## config.mk

```make
export PLATFORM = sky130hd
export DESIGN_NAME = regfile_dump_reader
export DESIGN_NICKNAME = d
export VERILOG_FILES = /design/src/rtl/regfile_dump_reader.sv
export SDC_FILE = /design/constraint.sdc
export NUM_CORES = 1
export LEC_CHECK = 0
export ABC_AREA = 1
export CAP_MARGIN = 15
export CORE_MARGIN = 1
export CORE_UTILIZATION = 50
export DETAILED_ROUTE_END_ITERATION = 12
export PLACE_DENSITY = 0.76
export SETUP_SLACK_MARGIN = 0.15
export SYNTH_ARGS = -nofsm -noshare
export SYNTH_HDL_FRONTEND = slang
export SYNTH_SLANG_ARGS = --single-unit
```

## constraint.sdc

```tcl
create_clock -name i_clk -period 1.5 [get_ports i_clk]
set_input_delay 0.15 -clock i_clk [delete_from_list [all_inputs] [get_ports i_clk]]
set_output_delay 0.15 -clock i_clk [all_outputs]
set_load 0.02 [all_outputs]
```

## src/rtl/regfile_dump_reader.sv

```systemverilog
// Debug read-out engine: walks regfile addresses 0..NUM_REGS-1 and streams
// header, one byte per register and an XOR checksum over a valid/ready source.
module regfile_dump_reader #(
  parameter int                NUM_REGS = 8,
  parameter int                ADDR_W   = 3,
  parameter int                DATA_W   = 8,
  parameter logic [DATA_W-1:0] HEADER   = 8'hA5
) (
  input  logic              i_clk,
  input  logic              i_rst_n,
  input  logic              i_start,
  output logic              o_busy,
  output logic [ADDR_W-1:0] o_rd_addr,
  input  logic [DATA_W-1:0] i_rd_data,
  output logic [DATA_W-1:0] o_tx_data,
  output logic              o_tx_valid,
  input  logic              i_tx_ready,
  output logic              o_done
);

  // state  | meaning
  // S_IDLE | waiting for start
  // S_HDR  | header byte offered
  // S_READ | one cycle, capture rd_data for r_index
  // S_SEND | register byte offered
  // S_CSUM | checksum byte offered
  // S_DONE | one-cycle done pulse
  typedef enum logic [2:0] {
    S_IDLE, S_HDR, S_READ, S_SEND, S_CSUM, S_DONE
  } state_t;

  localparam logic [ADDR_W-1:0] LAST_IDX = ADDR_W'(NUM_REGS - 1);

  state_t              r_state,    w_state_nxt;
  logic [ADDR_W-1:0]   r_index,    w_index_nxt;
  logic [ADDR_W-1:0]   r_rd_addr,  w_rd_addr_nxt;
  logic [DATA_W-1:0]   r_checksum, w_checksum_nxt;
  logic [DATA_W-1:0]   r_tx_data,  w_tx_data_nxt;
  logic                r_tx_valid, w_tx_valid_nxt;
  logic                r_busy,     w_busy_nxt;
  logic                w_hs;

  assign w_hs = r_tx_valid & i_tx_ready;

  always_ff @(posedge i_clk or negedge i_rst_n) begin
    if (!i_rst_n) begin
      r_state    <= S_IDLE;
      r_index    <= '0;
      r_rd_addr  <= '0;
      r_checksum <= '0;
      r_tx_data  <= '0;
      r_tx_valid <= 1'b0;
      r_busy     <= 1'b0;
    end else begin
      r_state    <= w_state_nxt;
      r_index    <= w_index_nxt;
      r_rd_addr  <= w_rd_addr_nxt;
      r_checksum <= w_checksum_nxt;
      r_tx_data  <= w_tx_data_nxt;
      r_tx_valid <= w_tx_valid_nxt;
      r_busy     <= w_busy_nxt;
    end
  end

  always_comb begin
    w_state_nxt    = r_state;
    w_index_nxt    = r_index;
    w_rd_addr_nxt  = r_rd_addr;
    w_checksum_nxt = r_checksum;
    w_tx_data_nxt  = r_tx_data;
    w_tx_valid_nxt = r_tx_valid;
    w_busy_nxt     = r_busy;
    case (r_state)
      S_IDLE: begin
        if (i_start) begin
          w_state_nxt    = S_HDR;
          w_tx_data_nxt  = HEADER;
          w_tx_valid_nxt = 1'b1;
          w_busy_nxt     = 1'b1;
          w_index_nxt    = '0;
          w_checksum_nxt = '0;
        end
      end
      S_HDR: begin
        if (w_hs) begin
          w_state_nxt    = S_READ;
          w_tx_valid_nxt = 1'b0;
          w_rd_addr_nxt  = r_index;
        end
      end
      S_READ: begin
        w_state_nxt    = S_SEND;
        w_tx_data_nxt  = i_rd_data;
        w_checksum_nxt = r_checksum ^ i_rd_data;
        w_tx_valid_nxt = 1'b1;
      end
      S_SEND: begin
        if (w_hs) begin
          // last register goes to the checksum instead of wrapping to address 0
          if (r_index == LAST_IDX) begin
            w_state_nxt    = S_CSUM;
            w_tx_data_nxt  = r_checksum;
            w_tx_valid_nxt = 1'b1;
          end else begin
            w_state_nxt    = S_READ;
            w_index_nxt    = r_index + 1'b1;
            w_rd_addr_nxt  = r_index + 1'b1;
            w_tx_valid_nxt = 1'b0;
          end
        end
      end
      S_CSUM: begin
        if (w_hs) begin
          w_state_nxt    = S_DONE;
          w_tx_valid_nxt = 1'b0;
        end
      end
      S_DONE: begin
        w_state_nxt   = S_IDLE;
        w_busy_nxt    = 1'b0;
        w_rd_addr_nxt = '0;
      end
      default: begin
        w_state_nxt = S_IDLE;
      end
    endcase
  end

  assign o_busy     = r_busy;
  assign o_rd_addr  = r_rd_addr;
  assign o_tx_data  = r_tx_data;
  assign o_tx_valid = r_tx_valid;
  assign o_done     = (r_state == S_DONE);

endmodule

```

==> run_results.csv <==
group,metric,value,unit
status,status,"finished, violations left",
status,violations,"design-rule violations",
clock_tree,clock_tree.buffer_depth,2,
finish,final_core_util,68.2,%
sta,min_period,1.42,ns
clock_tree,cts_max_level,1,
clock_tree,clock-sinks,27,
grt,grt.total_usage,23.2,%
yosys,ys_seq_area_share,44.0,%
critical_path,crit_slowest_cell,"dfrtp_1",
placement,place_inst,265,
sta,rsz0062_at_grt,"true",
critical_path,cp_max_fo,8,
finish,fin_nets,256,
power,p_leak,1.04,nW
floorplan,initial_core_util,54.3,%
grt,grt_antenna_before_repair,0,
floorplan,die_x,57.4,microns
finish,antenna_cells,0,
sta,fmax,0.706,GHz
yosys,syn-num-nets,220,
power,total_power,1.10,mW
sta,slew-limit-headroom,76.6,%
hold_path,hp-class,"primary input to async pin",
critical_path,end_kind,"flip-flop",
yosys,synth_cell_type_count,21,
power,p_clk_share,29.1,%
critical_path,crit_family,"simple AND/OR/NAND/NOR gates",
clock_tree,cts_made_buffers,3,
sta,fin_crit_sh,94.4,%
placement,gp_congestion,0.874,
clock_tree,clk_pin_slew,0.15,ns
yosys,yosysWarnings,0,
power,power.density,570,mW/mm^2
finish,final_cells,272,
floorplan,die_h,57.4,microns
power,p_int,859,uW
flow_run,cap_violations,0,
finish,fillCellCount,230,
yosys,synthCells,206,
sta,hold_viol,0,
power,peakVddDrop,0.000364,V
critical_path,path_class,"flip-flop to flip-flop",
route,antenna_left,0,
critical_path,startpoint_type,"flip-flop",
critical_path,crit_required,1.77,ns
grt,grt_max_degree,28,
route,post_drt_via_cell_ratio,5.38,
route,first_pass_iters,8,
critical_path,cp_common_cell,"nand2_1",
sta,setup_viol,0,
placement,hpwlAfterDp,2500,microns
route,vias,1462,
power,p_comb_share,4.8,%
yosys,yosysTopAreaCell,"dfrtp_1",
route,drc_errors,1,
floorplan,io_pins,26,
yosys,syn_area,0.00154,sq mm
grt,grt_pass1_vias,1431,
sta,tns,0,ns
yosys,postSynthAreaPerCell,7.45,sq um
floorplan,die_area,0.00330,sq mm
route,route.final.wire_length,3450,microns
clock_tree,cts_tree,"yes",
critical_path,critPathBufInv,1,
critical_path,slowest_delay,0.39,ns
clock_tree,clk_latency,0.32,ns
clock_tree,clockRootBuffer,"clkbuf_4",
placement,io_buffers,25,
clock_tree,cts_hold_buf,0,
finish,drive_above_1_share,18.3,%
sta,clock_skew,0.00321,ns
route,routedWlPerCell,12.7,microns
yosys,synth_top_area_share,44.0,%
placement,place_ws,0.0848,ns
floorplan,coreArea,0.00283,sq mm
route,drt_iter0_drc,35,
critical_path,worstPathCellList,"ha_2 > ha_4 > nand4_1 > nand2_2 > inv_2 > nor2_4 > nand2_1 > nand2_1",
floorplan,row_count,19,
grt,grt-ovfl-total,0,
yosys,ys_ff_latch,27,
critical_path,critPathArrivalTime,1.69,ns
sta,slew_viol_final,0,
grt,grt_pass1_wl,6000,microns
sta,setup_slack,0.0841,ns
sta,tightestPinTransition,0.351,ns
finish,regArea,676,sq um
power,p_sw,241,uW
power,p_seq_share,66.1,%
finish,multiInputGateArea,796,sq um
finish,synthToLayoutAreaGrowth,25.8,%
power,switching_share,21.9,%
yosys,yosys-top-cells-area,"dfrtp_1 44%, nand2_1 23%, nand3_1 7.5%",
synthesized netlist by cell type:
cell type and count:
nor2_8 1, clkinv_1 1, nor2_4 3, inv_4 1, nand2_1 96, nand3_1 23, o21ai_2 2, nand4_1 1
buf_6 3, nand2_2 3, inv_2 4, a21oi_1 8, ha_1 2, nand3_2 2, o21ai_0 1, nand2_4 3
nor2_1 12, o211ai_1 1, buf_4 2, inv_1 10, dfrtp_1 27
power by group through the flow:
stage,sequential [mW],combinational (mW),clock [mW]
after floorplan,0.742,0.000813,0
after global placement,0.742,0.0520,0
after detailed placement,0.742,0.0533,0
after CTS,0.728,0.0539,0.336
after global routing,0.728,0.0587,0.359
final,0.728,0.0523,0.320
final cells by class:
class | count | share of cell area [%]
multi-input cells | 158 | 41.2
well taps | 31 | 2.01
inverters | 16 | 3.37
flip-flops and latches | 27 | 35.0
clock buffers | 4 | 1.36
repair buffers | 36 | 17.0
placed cells by master (no fill, tap or decap):
cell	instances
nand2_1	92
nand4_1	1
clkbuf_1	1
nor2_1	11
inv_2	6
inv_1	8
dlygate4sd2_1	13
o21ai_2	2
buf_4	8
nand2_4	3
a21oi_1	8
clkbuf_4	3
ha_4	1
dfrtp_1	27
o211ai_1	1
buf_6	4
o21ai_0	1
ha_2	1
nand2_2	7
nand3_4	2
nor2_8	1
inv_4	2
nand3_1	23
nor2_4	4
clkdlybuf4s50_1	11
layer usage:
| layer | GRT usage [%] | vias up | wire length (microns) |
|---|---|---|---|
| li1 | - | 721 | - |
| met1 | 27.3 | 686 | 1430 |
| met2 | 42.4 | 45 | 1780 |
| met3 | 2.49 | 10 | 173 |
| met4 | 10.1 | 0 | 61 |
| met5 | 0 | - | 0 |
logic make-up after synthesis:
| family | share of synthesized area (%) |
|---|---|
| AO/OA/AOI/OAI | 4.56 |
| adder cells (fa/ha/maj) | 1.63 |
| AND/OR/NAND/NOR | 42.5 |
| flip-flops | 44.0 |
| buffers and inverters | 7.25 |
stage by stage:
stage                     hold slack (ns)  area (sq um)
after floorplan                    -0.146          1540
after global placement              0.458          1840
after detailed placement            0.470          1840
after CTS                           0.178          1870
after global routing                0.192          1930
final                               0.172          1930
worst register-to-register path, delay by kind of cell (launching register included):
| kind | cells | cell delay, ns |
|---|---|---|
| adders and majority gates | 2 | 0.33 |
| and+or+nand+nor | 5 | 0.60 |
| buffers and inverters | 1 | 0.05 |
| DFF | 1 | 0.39 |
sequential cells by signal, summed over array words and instances (netlist names):
| signal | flops |
|---|---|
| o_busy | 1 |
| o_rd_addr | 3 |
| o_tx_data | 8 |
| o_tx_valid | 1 |
| r_checksum | 8 |
| r_index | 3 |
| r_state | 3 |
timing repair:
| action | CTS | global route |
|---|---|---|
| resized for setup | 22 | 15 |
| endpoints found under the setup margin | 34 | 27 |
| setup buffers | 1 | 2 |
| pin swaps | 2 | 11 |
path summary, 6_finish.rpt:
kind	start	to	slack [ns]	depth (start not counted)
max	r_index[0]	o_tx_data[4]	0.08	8
min	i_rst_n	r_state[0]	0.17	2
min in group i_clk	i_rd_data[2]	r_checksum[2]	0.49	3
max reg2reg	r_index[0]	o_tx_data[4]	0.08	8
min reg2reg	o_tx_data[0]	o_tx_data[0]	0.49	2
max in group asynchronous	i_rst_n	o_rd_addr[2]	1.06	2
Note: power is estimated with default switching activity, not from simulation.
